$ cat config.mk
export PLATFORM = sky130hd
export DESIGN_NAME = mem_bus_arbiter
export DESIGN_NICKNAME = d
export VERILOG_FILES = /design/src/rtl/mem_bus_arbiter_pkg.sv /design/src/rtl/mem_arb_timeout.sv /design/src/rtl/mem_bus_arbiter.sv
export SDC_FILE = /design/constraint.sdc
export NUM_CORES = 1
export LEC_CHECK = 0
export BUFFER_PORTS_ARGS = -buffer_cell sky130_fd_sc_hd__buf_2
export CORE_MARGIN = 8
export CORE_UTILIZATION = 51
export CTS_CLUSTER_DIAMETER = 50
export DETAILED_ROUTE_END_ITERATION = 10
export PLACE_DENSITY = 0.86
export SYNTH_ARGS = -nofsm -noshare
export SYNTH_HDL_FRONTEND = slang
export SYNTH_SLANG_ARGS = --single-unit
$ cat constraint.sdc
create_clock -name clk -period 2.9 [get_ports clk]
set_input_delay 0.145 -clock clk [delete_from_list [all_inputs] [get_ports clk]]
set_output_delay 0.145 -clock clk [all_outputs]
set_load 0.02 [all_outputs]
$ cat src/rtl/mem_bus_arbiter_pkg.sv
// Shared constants for the memory-port arbiter: FSM encodings, grant ids and the
// RV32I NOP word returned on a timed-out read.
package mem_bus_arbiter_pkg;

  localparam logic [1:0] ST_IDLE  = 2'd0;
  localparam logic [1:0] ST_ISSUE = 2'd1;
  localparam logic [1:0] ST_DONE  = 2'd2;

  localparam logic [1:0] GNT_NONE = 2'd0;
  localparam logic [1:0] GNT_IF   = 2'd1;
  localparam logic [1:0] GNT_DM   = 2'd2;
  localparam logic [1:0] GNT_DBG  = 2'd3;

  localparam logic [31:0] RV32I_NOP = 32'h0000_0013;

  // Fixed priority: debug beats data beats fetch.
  function automatic logic [1:0] pick_winner(input logic dbg, input logic dm, input logic fetch);
    if (dbg)        return GNT_DBG;
    else if (dm)    return GNT_DM;
    else if (fetch) return GNT_IF;
    else            return GNT_NONE;
  endfunction

endpackage

$ cat src/rtl/mem_arb_timeout.sv
// ISSUE-phase watchdog: down-counter loaded on entry to ISSUE, flags expiry at terminal count.
// Only instantiated when MEM_ARB_TIMEOUT_EN is defined.
module mem_arb_timeout #(
  parameter int unsigned TIMEOUT_CYC = 255
) (
  input  logic clk,
  input  logic rst,
  input  logic start,
  input  logic active,
  output logic expired
);

  localparam int unsigned CW = $clog2(TIMEOUT_CYC + 1);

  logic [CW-1:0] cnt_q, cnt_d;

  // Loading TIMEOUT_CYC-1 makes the TIMEOUT_CYC-th ISSUE cycle the one at terminal count.
  always_comb begin
    cnt_d = cnt_q;
    if (start) begin
      cnt_d = CW'(TIMEOUT_CYC - 1);
    end else if (active && (cnt_q != '0)) begin
      cnt_d = cnt_q - 1'b1;
    end
  end

  always_ff @(posedge clk) begin
    if (rst) cnt_q <= '0;
    else     cnt_q <= cnt_d;
  end

  assign expired = active && (cnt_q == '0);

endmodule

$ cat src/rtl/mem_bus_arbiter.sv
// Three-way arbiter (dbg > dm > if) serialising transactions onto one memory port.
// Optional ISSUE timeout with sticky mem_err is enabled by defining MEM_ARB_TIMEOUT_EN.
//
// state    | meaning
// ---------+---------------------------------------------------------------
// ST_IDLE  | no owner; sample requests and latch the winner's command
// ST_ISSUE | mem_req held from the command register until mem_rdy (or timeout)
// ST_DONE  | one-cycle done strobe to the owner; requests ignored
module mem_bus_arbiter
  import mem_bus_arbiter_pkg::*;
#(
  parameter int unsigned AW          = 16,
  parameter int unsigned TIMEOUT_CYC = 255
) (
  input  logic          clk,
  input  logic          rst,

  input  logic          if_req,
  input  logic [AW-1:0] if_addr,
  output logic [31:0]   if_rdata,
  output logic          if_done,
  output logic          if_busy,

  input  logic          dm_req,
  input  logic          dm_we,
  input  logic [3:0]    dm_be,
  input  logic [AW-1:0] dm_addr,
  input  logic [31:0]   dm_wdata,
  output logic [31:0]   dm_rdata,
  output logic          dm_done,
  output logic          dm_busy,

  input  logic          dbg_req,
  input  logic          dbg_we,
  input  logic [AW-1:0] dbg_addr,
  input  logic [31:0]   dbg_wdata,
  output logic [31:0]   dbg_rdata,
  output logic          dbg_done,

  output logic          mem_req,
  output logic          mem_we,
  output logic [3:0]    mem_be,
  output logic [AW-1:0] mem_addr,
  output logic [31:0]   mem_wdata,
  input  logic [31:0]   mem_rdata,
  input  logic          mem_rdy,

  output logic [1:0]    grant_id,
  output logic          mem_err
);

  if (TIMEOUT_CYC < 1) begin : g_bad_timeout
    $error("mem_bus_arbiter: TIMEOUT_CYC must be at least 1");
  end

  logic [1:0]    state_q, state_d;
  logic [1:0]    gnt_q, gnt_d;
  logic          cmd_we_q, cmd_we_d;
  logic [3:0]    cmd_be_q, cmd_be_d;
  logic [AW-1:0] cmd_addr_q, cmd_addr_d;
  logic [31:0]   cmd_wdata_q, cmd_wdata_d;
  logic [31:0]   if_rdata_q, if_rdata_d;
  logic [31:0]   dm_rdata_q, dm_rdata_d;
  logic [31:0]   dbg_rdata_q, dbg_rdata_d;

  logic          in_issue, in_done, any_req, issue_start, timeout_hit;
  logic [1:0]    winner;
  logic [31:0]   capture_word;

  assign in_issue     = (state_q == ST_ISSUE);
  assign in_done      = (state_q == ST_DONE);
  assign any_req      = if_req | dm_req | dbg_req;
  assign issue_start  = (state_q == ST_IDLE) && any_req;
  assign winner       = pick_winner(dbg_req, dm_req, if_req);
  // A real completion always wins over a simultaneous timeout.
  assign capture_word = mem_rdy ? mem_rdata : RV32I_NOP;

  always_comb begin
    state_d     = state_q;
    gnt_d       = gnt_q;
    cmd_we_d    = cmd_we_q;
    cmd_be_d    = cmd_be_q;
    cmd_addr_d  = cmd_addr_q;
    cmd_wdata_d = cmd_wdata_q;
    if_rdata_d  = if_rdata_q;
    dm_rdata_d  = dm_rdata_q;
    dbg_rdata_d = dbg_rdata_q;

    case (state_q)
      ST_IDLE: begin
        if (any_req) begin
          state_d = ST_ISSUE;
          gnt_d   = winner;
          case (winner)
            GNT_DBG: begin
              cmd_we_d    = dbg_we;
              cmd_be_d    = 4'hF;
              cmd_addr_d  = dbg_addr;
              cmd_wdata_d = dbg_wdata;
            end
            GNT_DM: begin
              cmd_we_d    = dm_we;
              cmd_be_d    = dm_be;
              cmd_addr_d  = dm_addr;
              cmd_wdata_d = dm_wdata;
            end
            default: begin
              cmd_we_d    = 1'b0;
              cmd_be_d    = 4'hF;
              cmd_addr_d  = if_addr;
              cmd_wdata_d = '0;
            end
          endcase
        end
      end

      ST_ISSUE: begin
        if (mem_rdy || timeout_hit) begin
          state_d = ST_DONE;
          if (!cmd_we_q) begin
            case (gnt_q)
              GNT_IF:  if_rdata_d  = capture_word;
              GNT_DM:  dm_rdata_d  = capture_word;
              GNT_DBG: dbg_rdata_d = capture_word;
              default: ;
            endcase
          end
        end
      end

      ST_DONE: begin
        state_d = ST_IDLE;
        gnt_d   = GNT_NONE;
      end

      default: begin
        state_d = ST_IDLE;
        gnt_d   = GNT_NONE;
      end
    endcase
  end

  always_ff @(posedge clk) begin
    if (rst) begin
      state_q     <= ST_IDLE;
      gnt_q       <= GNT_NONE;
      cmd_we_q    <= 1'b0;
      cmd_be_q    <= '0;
      cmd_addr_q  <= '0;
      cmd_wdata_q <= '0;
      if_rdata_q  <= '0;
      dm_rdata_q  <= '0;
      dbg_rdata_q <= '0;
    end else begin
      state_q     <= state_d;
      gnt_q       <= gnt_d;
      cmd_we_q    <= cmd_we_d;
      cmd_be_q    <= cmd_be_d;
      cmd_addr_q  <= cmd_addr_d;
      cmd_wdata_q <= cmd_wdata_d;
      if_rdata_q  <= if_rdata_d;
      dm_rdata_q  <= dm_rdata_d;
      dbg_rdata_q <= dbg_rdata_d;
    end
  end

`ifdef MEM_ARB_TIMEOUT_EN
  logic mem_err_q, mem_err_d;

  mem_arb_timeout #(
    .TIMEOUT_CYC (TIMEOUT_CYC)
  ) u_timeout (
    .clk     (clk),
    .rst     (rst),
    .start   (issue_start),
    .active  (in_issue),
    .expired (timeout_hit)
  );

  always_comb begin
    mem_err_d = mem_err_q | (in_issue & ~mem_rdy & timeout_hit);
  end

  always_ff @(posedge clk) begin
    if (rst) mem_err_q <= 1'b0;
    else     mem_err_q <= mem_err_d;
  end

  assign mem_err = mem_err_q;
`else
  logic unused_start;
  assign unused_start = issue_start;
  assign timeout_hit  = 1'b0;
  assign mem_err      = 1'b0;
`endif

  // Command fields are only presented while a transaction is on the port.
  assign mem_req   = in_issue;
  assign mem_we    = in_issue & cmd_we_q;
  assign mem_be    = in_issue ? cmd_be_q    : '0;
  assign mem_addr  = in_issue ? cmd_addr_q  : '0;
  assign mem_wdata = in_issue ? cmd_wdata_q : '0;

  assign grant_id  = gnt_q;
  assign if_done   = in_done && (gnt_q == GNT_IF);
  assign dm_done   = in_done && (gnt_q == GNT_DM);
  assign dbg_done  = in_done && (gnt_q == GNT_DBG);
  assign if_busy   = if_req & ~if_done;
  assign dm_busy   = dm_req & ~dm_done;

  assign if_rdata  = if_rdata_q;
  assign dm_rdata  = dm_rdata_q;
  assign dbg_rdata = dbg_rdata_q;

endmodule

# After elaboration in Yosys (flattened, before gate mapping)
# Index checks and enable logic that the tools add are counted.
# totals
out_inout_bits	158
romBits	0
elab_cells	52
in_bits	156
ff_bits	153
latch_bits	0
memories	0
ramBits	0
# op_classes
shift	0
div_mod_pow	0
n_eq_ne	9
reduce_logical	10
magnitude_cmp	0
n_addsub	0
n_mux	15
multipliers	0
bitwise_logic	9
# op_table
op	count
$pmux 32 s2	1
$mux 32	1
$pmux 16 s2	1
$mux 16	1
$reduce_and 4->1	3
$eq 2x2->1 const B	5
$mux 2	5
$mux 4	2
$pmux 2 s2	2
$reduce_and 2->1	3
$eq 2x1->1 const B	2
$ne 2x2->1 const B	2
$not 1->1	4
$and 1x1->1	3
$logic_and 1x1->1	3
$logic_not 2->1	1
$or 1x1->1	2
$pmux 1 s2	1
$mux 1	1

# Depth between registers and ports, before layout
# Gate-level depths: netlist of run 1.
# depth
ltp_word	5
depth_mapped	7
depth_no_buf	3

# Worst setup path before layout of run 1
# OpenSTA, ideal clock, no wires.
# synth_path
kind	register to output
startpoint	register gnt_q[1], in the netlist grant_id[1]
endpoint	output port dm_busy
t_required_ns	2.755
n_path_buf	1
arrival_ns	1.732
setup_slack_ns	1.023
path_stages_with_launch	4
path_cell_list	dfxtp_1 > clkbuf_2 > nor4bb_1 > nor2b_1
# synth_via
elab_chain_cells	4
# synth_lines
item	line	text
from (decl)	mem_bus_arbiter.sv:57	logic [1:0] gnt_q, gnt_d;
from (signal assigned)	mem_bus_arbiter.sv:156	gnt_q <= gnt_d;
$eq 2x2->1	mem_bus_arbiter.sv:206	assign dm_done = in_done && (gnt_q == GNT_DM);
$logic_and 1x1->1	mem_bus_arbiter.sv:206	
via dm_done	mem_bus_arbiter.sv:30	output logic dm_done,
$not 1->1	mem_bus_arbiter.sv:209	assign dm_busy = dm_req & ~dm_done;
$and 1x1->1	mem_bus_arbiter.sv:209	
to (decl)	mem_bus_arbiter.sv:31	output logic dm_busy,
# The timed path passes the listed nets, and every way through them passes these cells.

# Final worst setup path of run 1
# layout_path
startpoint	register state_q[0]
endpoint	output port mem_addr[13]
# layout_via
elab_chain_cells	2
# layout_lines
item	line	text
from (decl)	mem_bus_arbiter.sv:56	logic [1:0] state_q, state_d;
from (signal assigned)	mem_bus_arbiter.sv:155	state_q <= state_d;
$eq 2x1->1	mem_bus_arbiter.sv:70	assign in_issue = (state_q == ST_ISSUE);
$mux 16	mem_bus_arbiter.sv:201	assign mem_addr = in_issue ? cmd_addr_q : '0;
to (decl)	mem_bus_arbiter.sv:43	output logic [AW-1:0] mem_addr,
# No other way between the ends.

==> run metrics, run 1 <==
Worst R2R Start state_q[0]; CTS tree done; cells after synthesis 707; Yosys top cell area share 45.3%; cell leakage power 4.36 nW; area leader, netlist dfxtp_1; Overflow after GRT 0; post-synthesis sequential area ratio 45.3%; latest clock arrival within the worst-skew pair 420 ps; nets 1157; clock slew at reported path FFs 60 ps; HP Start mem_rdata[6]; pin count of the biggest net entering global routing 92; FP Rows 42; area of the multi-input gates 0.00337 sq mm; final core utilization 69.5%; vias in the first global route 6508; initial antenna violation count 2; Max VDD drop 0.351 mV; Area Growth Syn to Fin 34.7%; first-pass GRT wire length 34.3 mm; Setup crit start kind register; Avg Inst Size Synth 9.56 sq um; worst slew pin tran 1140 ps; total clock sinks 153; Post-synth top flop dfxtp_1; number of synthesized flops with an enable pin 0; crit end category output pin; RR Endpoint if_rdata[16]; synthesized flop and latch total 153; Setup Skew 9.99 ps; Slew Limit Fails 0; Fmax 418 MHz; flop-to-flop setup slack 890 ps; Die X 131 um; gr usage total 24.4%; Clock Root Buffer clkbuf_16; crit-path max FO 29; commonest cells after routing, fill and taps aside buf_2, dfxtp_1, nand2b_1, mux2i_1, and2_1; total number of vias 6357; # setup viols final 0; Synth area leaders dfxtp_1, mux2i_1, nand2b_1; post-synthesis async set-or-reset flop share 0%; register area 0.00306 sq mm; Max H-tree Level 4; Total Wirelength 21.6 mm; Cell Area, Synth 0.00676 sq mm; Antenna Violating Nets Remaining 0; setup TNS 0 ps; ratio of cells with drive above 1 in the final layout 35.9%; vias per inst 5.34; Detailed Place HPWL 15.4 mm; pwr dens 556 mW/mm^2; crit path kind register to output pin; Hold Path Class primary input to register; die area 0.0172 sq mm; RSZ-0062 raised after global routing false; drt initial violations 324; Critical Path AT 2250 ps; R2R depth 4; core area 0.0131 sq mm; drc violations 0; fill count 992; layer with the highest usage met2; max cap viols 0; Fin Hold WS 12.5 ps; GP Congestion 0.817; Layout Cells excl Fill 1191; CTS Buf Count 17; GRT met2 Usage 43.0%; Die Span Y 131 um; Tmin final 2390 ps; worst hold endpoint dm_rdata[6]; Synthesis Warnings 0; Bufs on Longest Clock Path 2; drt pass-1 iters 5; Routed WL per cell 18.1 um; Initial Util 51.6%; Rel. slew slack 23.7%; status completed; CP Data Required Time 2760 ps; most common cell after layout, fill and taps aside buf_2; IO Count 314; GR Util met3 8.19%; final hold violations 0; Cell variety after synth 37; post-placement cell count 1137; Net Count, Synth 863; hold depth 3; post-route clock period utilization 82.4%; # port buffers 312; GR Util met1 26.3%
worst max-delay path, cell delays in order, from the launching register on:
cell and delay, ps:
dfxtp_1 570, nor2b_4 570, buf_4 350, and2_1 180
buf_2 170
cells in the mapped netlist, types with 5 or more instances:
master,number
a22oi_1,34
buf_6,5
nand2_1,16
a22o_1,16
clkbuf_1,42
mux2i_1,80
a21oi_1,36
nor2_1,10
o2bb2ai_1,33
o21ai_0,49
buf_4,5
nand2b_1,97
nand3_1,32
dfxtp_1,153
buf_2,15
and2_1,53
how the worst max path moves through the flow:
stage / slack [ps] / to / start
6_report: 510 / mem_addr[13] / state_q[0]
3_3_place_gp: 1020 / cmd_wdata_q[12] / dm_req
3_5_place_dp: 930 / cmd_wdata_q[24] / dm_req
4_1_cts: 530 / mem_addr[13] / state_q[0]
5_1_grt: 340 / mem_addr[10] / state_q[0]
2_1_floorplan: 1020 / dm_busy / grant_id[1]
area by class of cell:
cell class / count / share of cell area [%]
inverter: 2 / 0.0825
timing repair buffer: 344 / 20.4
antenna: 1 / 0.0275
sequential: 153 / 33.7
tap: 176 / 2.42
multi-input combinational: 483 / 37.0
clock inverter: 12 / 1.26
clock buffer: 20 / 5.13
per-stage QoR:
step / power (mW) / instance area (sq um) / setup slack (ps)
2_1_floorplan: 2.69 / 6760 / 1020
5_1_grt: 5.26 / 9100 / 339
6_report: 5.06 / 9100 / 510
3_3_place_gp: 2.94 / 8310 / 1020
4_1_cts: 5.09 / 9100 / 529
3_5_place_dp: 2.95 / 8310 / 934
report_power, final:
| group | leakage, nW | internal (mW) | switching [mW] |
|---|---|---|---|
| registers | 1.24 | 2.19 | 0.0615 |
| clock network | 0.279 | 1.26 | 0.871 |
| logic | 2.83 | 0.286 | 0.392 |
what timing repair did:
item	4_1_cts	5_1_grt
setup buffers	0	0
endpoints found under the hold margin	21	0
hold buffers	21	0
resized for setup	0	0
kinds of logic (layout without fill, tap and decap cells):
group	after synthesis	count (layout)	synth area share [%]
mux	80	80	11.8
other cells	1	2	0.0555
buf+inv	71	378	5.07
simple gates	226	226	20.2
flops	153	153	45.3
compound gates	176	176	17.5
layer usage:
layer / part of all wire, % / routed length (um)
met5: 0.060 / 13
met3: 8.5 / 1830
met2: 50 / 10800
met4: 2.4 / 520
met1: 39 / 8390
sequential cells by signal, indices dropped and copies added, names as in the netlist:
signal and cells:
cmd_be_q 4, grant_id 2, dbg_rdata 32, cmd_we_q 1
if_rdata 32, state_q 2, cmd_wdata_q 32, cmd_addr_q 16
dm_rdata 32
Power figures use the tool's default switching activity.
==> run 2: changes to the inputs <==
CORE_UTILIZATION = 42   (was 51)
PLACE_DENSITY = 0.76   (was 0.86)
clock period = 2 ns   (was 2.9 ns; I/O delays follow)
==> run metrics, run 2 (synthesis gave the netlist of run 1 again) <==
status completed; drt pass-1 iters 5; nets 1230; Bufs on Longest Clock Path 2; Max VDD drop 0.586 mV; fill count 1318; Final Worst Setup Slack 154 ps; Routed WL per cell 17.8 um; setup TNS 0 ps; R2R depth 3; commonest cells after routing, fill and taps aside buf_2, dfxtp_1, nand2b_1, dlygate4sd3_1, mux2i_1; worst path cell trace nor2b_4 > buf_12 > and2_1 > buf_2; GP Congestion 0.840; vias per inst 5.06; Slew Limit Fails 0; NetSw 1.90 mW; first-pass GRT wire length 35.9 mm; pin count of the biggest net entering global routing 103; Layout Cells excl Fill 1301; Hold Path Class primary input to register; Worst Setup SP state_q[0]; initial antenna violation count 1; total power after layout 7.78 mW; share of power burned in registers 41.7%; gr usage total 22.4%; Die X 143 um; # port buffers 312; clock slew at reported path FFs 60 ps; pwr dens 781 mW/mm^2; final core utilization 62.9%; combinational group share of total power 14.9%; Setup Skew 5.16 ps; worst slew pin tran 654 ps; Fin Hold WS 10.3 ps; # setup viols final 0; register area 0.00306 sq mm; drc violations 0; Worst path slowest cell dfxtp_2; Post-Place Worst Slack 148 ps; total clock sinks 153; Internal 5.88 mW; Overflow after GRT 0; RR Endpoint dm_rdata[24]; post-route clock period utilization 92.3%; Max H-tree Level 4; Antenna Violating Nets Remaining 0; most common cell after layout, fill and taps aside buf_2; flop-to-flop setup slack 290 ps; Initial Util 42.7%; final hold violations 0; core area 0.0158 sq mm; Total Wirelength 23.2 mm; crit end category output pin; Setup crit start kind register; placed cell areas 0.00849 sq mm; Clock power frac 43.4%; IO Count 314; Detailed Place HPWL 16.1 mm; Critical Path AT 1750 ps; FP Rows 46; switching share of power 24.4%; total number of vias 6577; Clock Root Buffer clkbuf_16; area of the multi-input gates 0.00337 sq mm; post-layout instance area 0.00995 sq mm; die area 0.0204 sq mm; Die Span Y 143 um; vias in the first global route 6813; crit path kind register to output pin; Fmax 542 MHz; crit-path max FO 54; Worst R2R Start grant_id[0]; Rel. slew slack 56.4%; ratio of cells with drive above 1 in the final layout 34.1%; latest clock arrival within the worst-skew pair 410 ps; CP peak stage delay 450 ps; RSZ-0062 raised after global routing false; CP endpoint mem_wdata[4]; cell leakage power 4.70 nW; CTS Buf Count 17; Tmin final 1850 ps; CTS tree done; CP Data Required Time 1900 ps; Area Growth Syn to Fin 47.3%; max cap viols 0; post-placement cell count 1187; drt initial violations 235
[run 2: cell types whose count changed in the layout (fill, tap and decap cells not counted), sizes merged]
cell	delta
dlygate4sd3	+63
buf	+10
clkinv	-4
bufinv	+3
clkbuf	+2
clkinvlp	-2
inv	-2
[run 2: power by group through the flow]
stage	registers, mW	logic [mW]	clock network (mW)
after floorplan	3.33	0.573	0
after global placement	3.31	1.00	0
after detailed placement	3.31	1.01	0
after CTS	3.25	1.15	3.43
after global routing	3.26	1.26	3.56
final	3.25	1.16	3.37
[run 2: area by class of cell]
class | count | share of cell area (%)
multi-input cells | 483 | 33.8
flip-flops and latches | 153 | 30.8
repair buffers | 417 | 26.4
clock buffers | 22 | 4.76
well taps | 216 | 2.72
clock inverters | 7 | 1.42
inverters | 2 | 0.0754
diodes | 1 | 0.0251
[run 2: layer usage]
metal  global-route usage [%]  part of all wire (%)  up-vias
li1                         -                     -     3217
met1                     25.2                    39     3016
met5                        0                 0.043        -
met4                     9.34                   2.7        2
met3                     6.58                   8.5       40
met2                     38.7                    49      302
[run 2: worst min-delay path by stage]
stage	from	to	depth (start not counted)
6_report	dbg_addr[11]	cmd_addr_q[11]	4
5_1_grt	dbg_addr[12]	cmd_addr_q[12]	4
4_1_cts	dbg_addr[8]	cmd_addr_q[8]	4
3_5_place_dp	mem_rdata[6]	dm_rdata[6]	3
3_3_place_gp	mem_rdata[17]	dm_rdata[17]	3
2_1_floorplan	mem_rdata[0]	dm_rdata[0]	2
[run 2: repair_timing]
action	in CTS	in global routing
gates resized for setup	1	0
endpoints found under the setup margin	2	0
hold buffers	84	0
buffers inserted	0	0
hold endpoints to repair	109	0
[run 2: worst max-delay path: cells and delay by family, from the launching register on]
| kind | cells | cell delay [ps] |
|---|---|---|
| DFF | 1 | 450 |
| and+or+nand+nor | 2 | 450 |
| buffers and inverters | 2 | 410 |
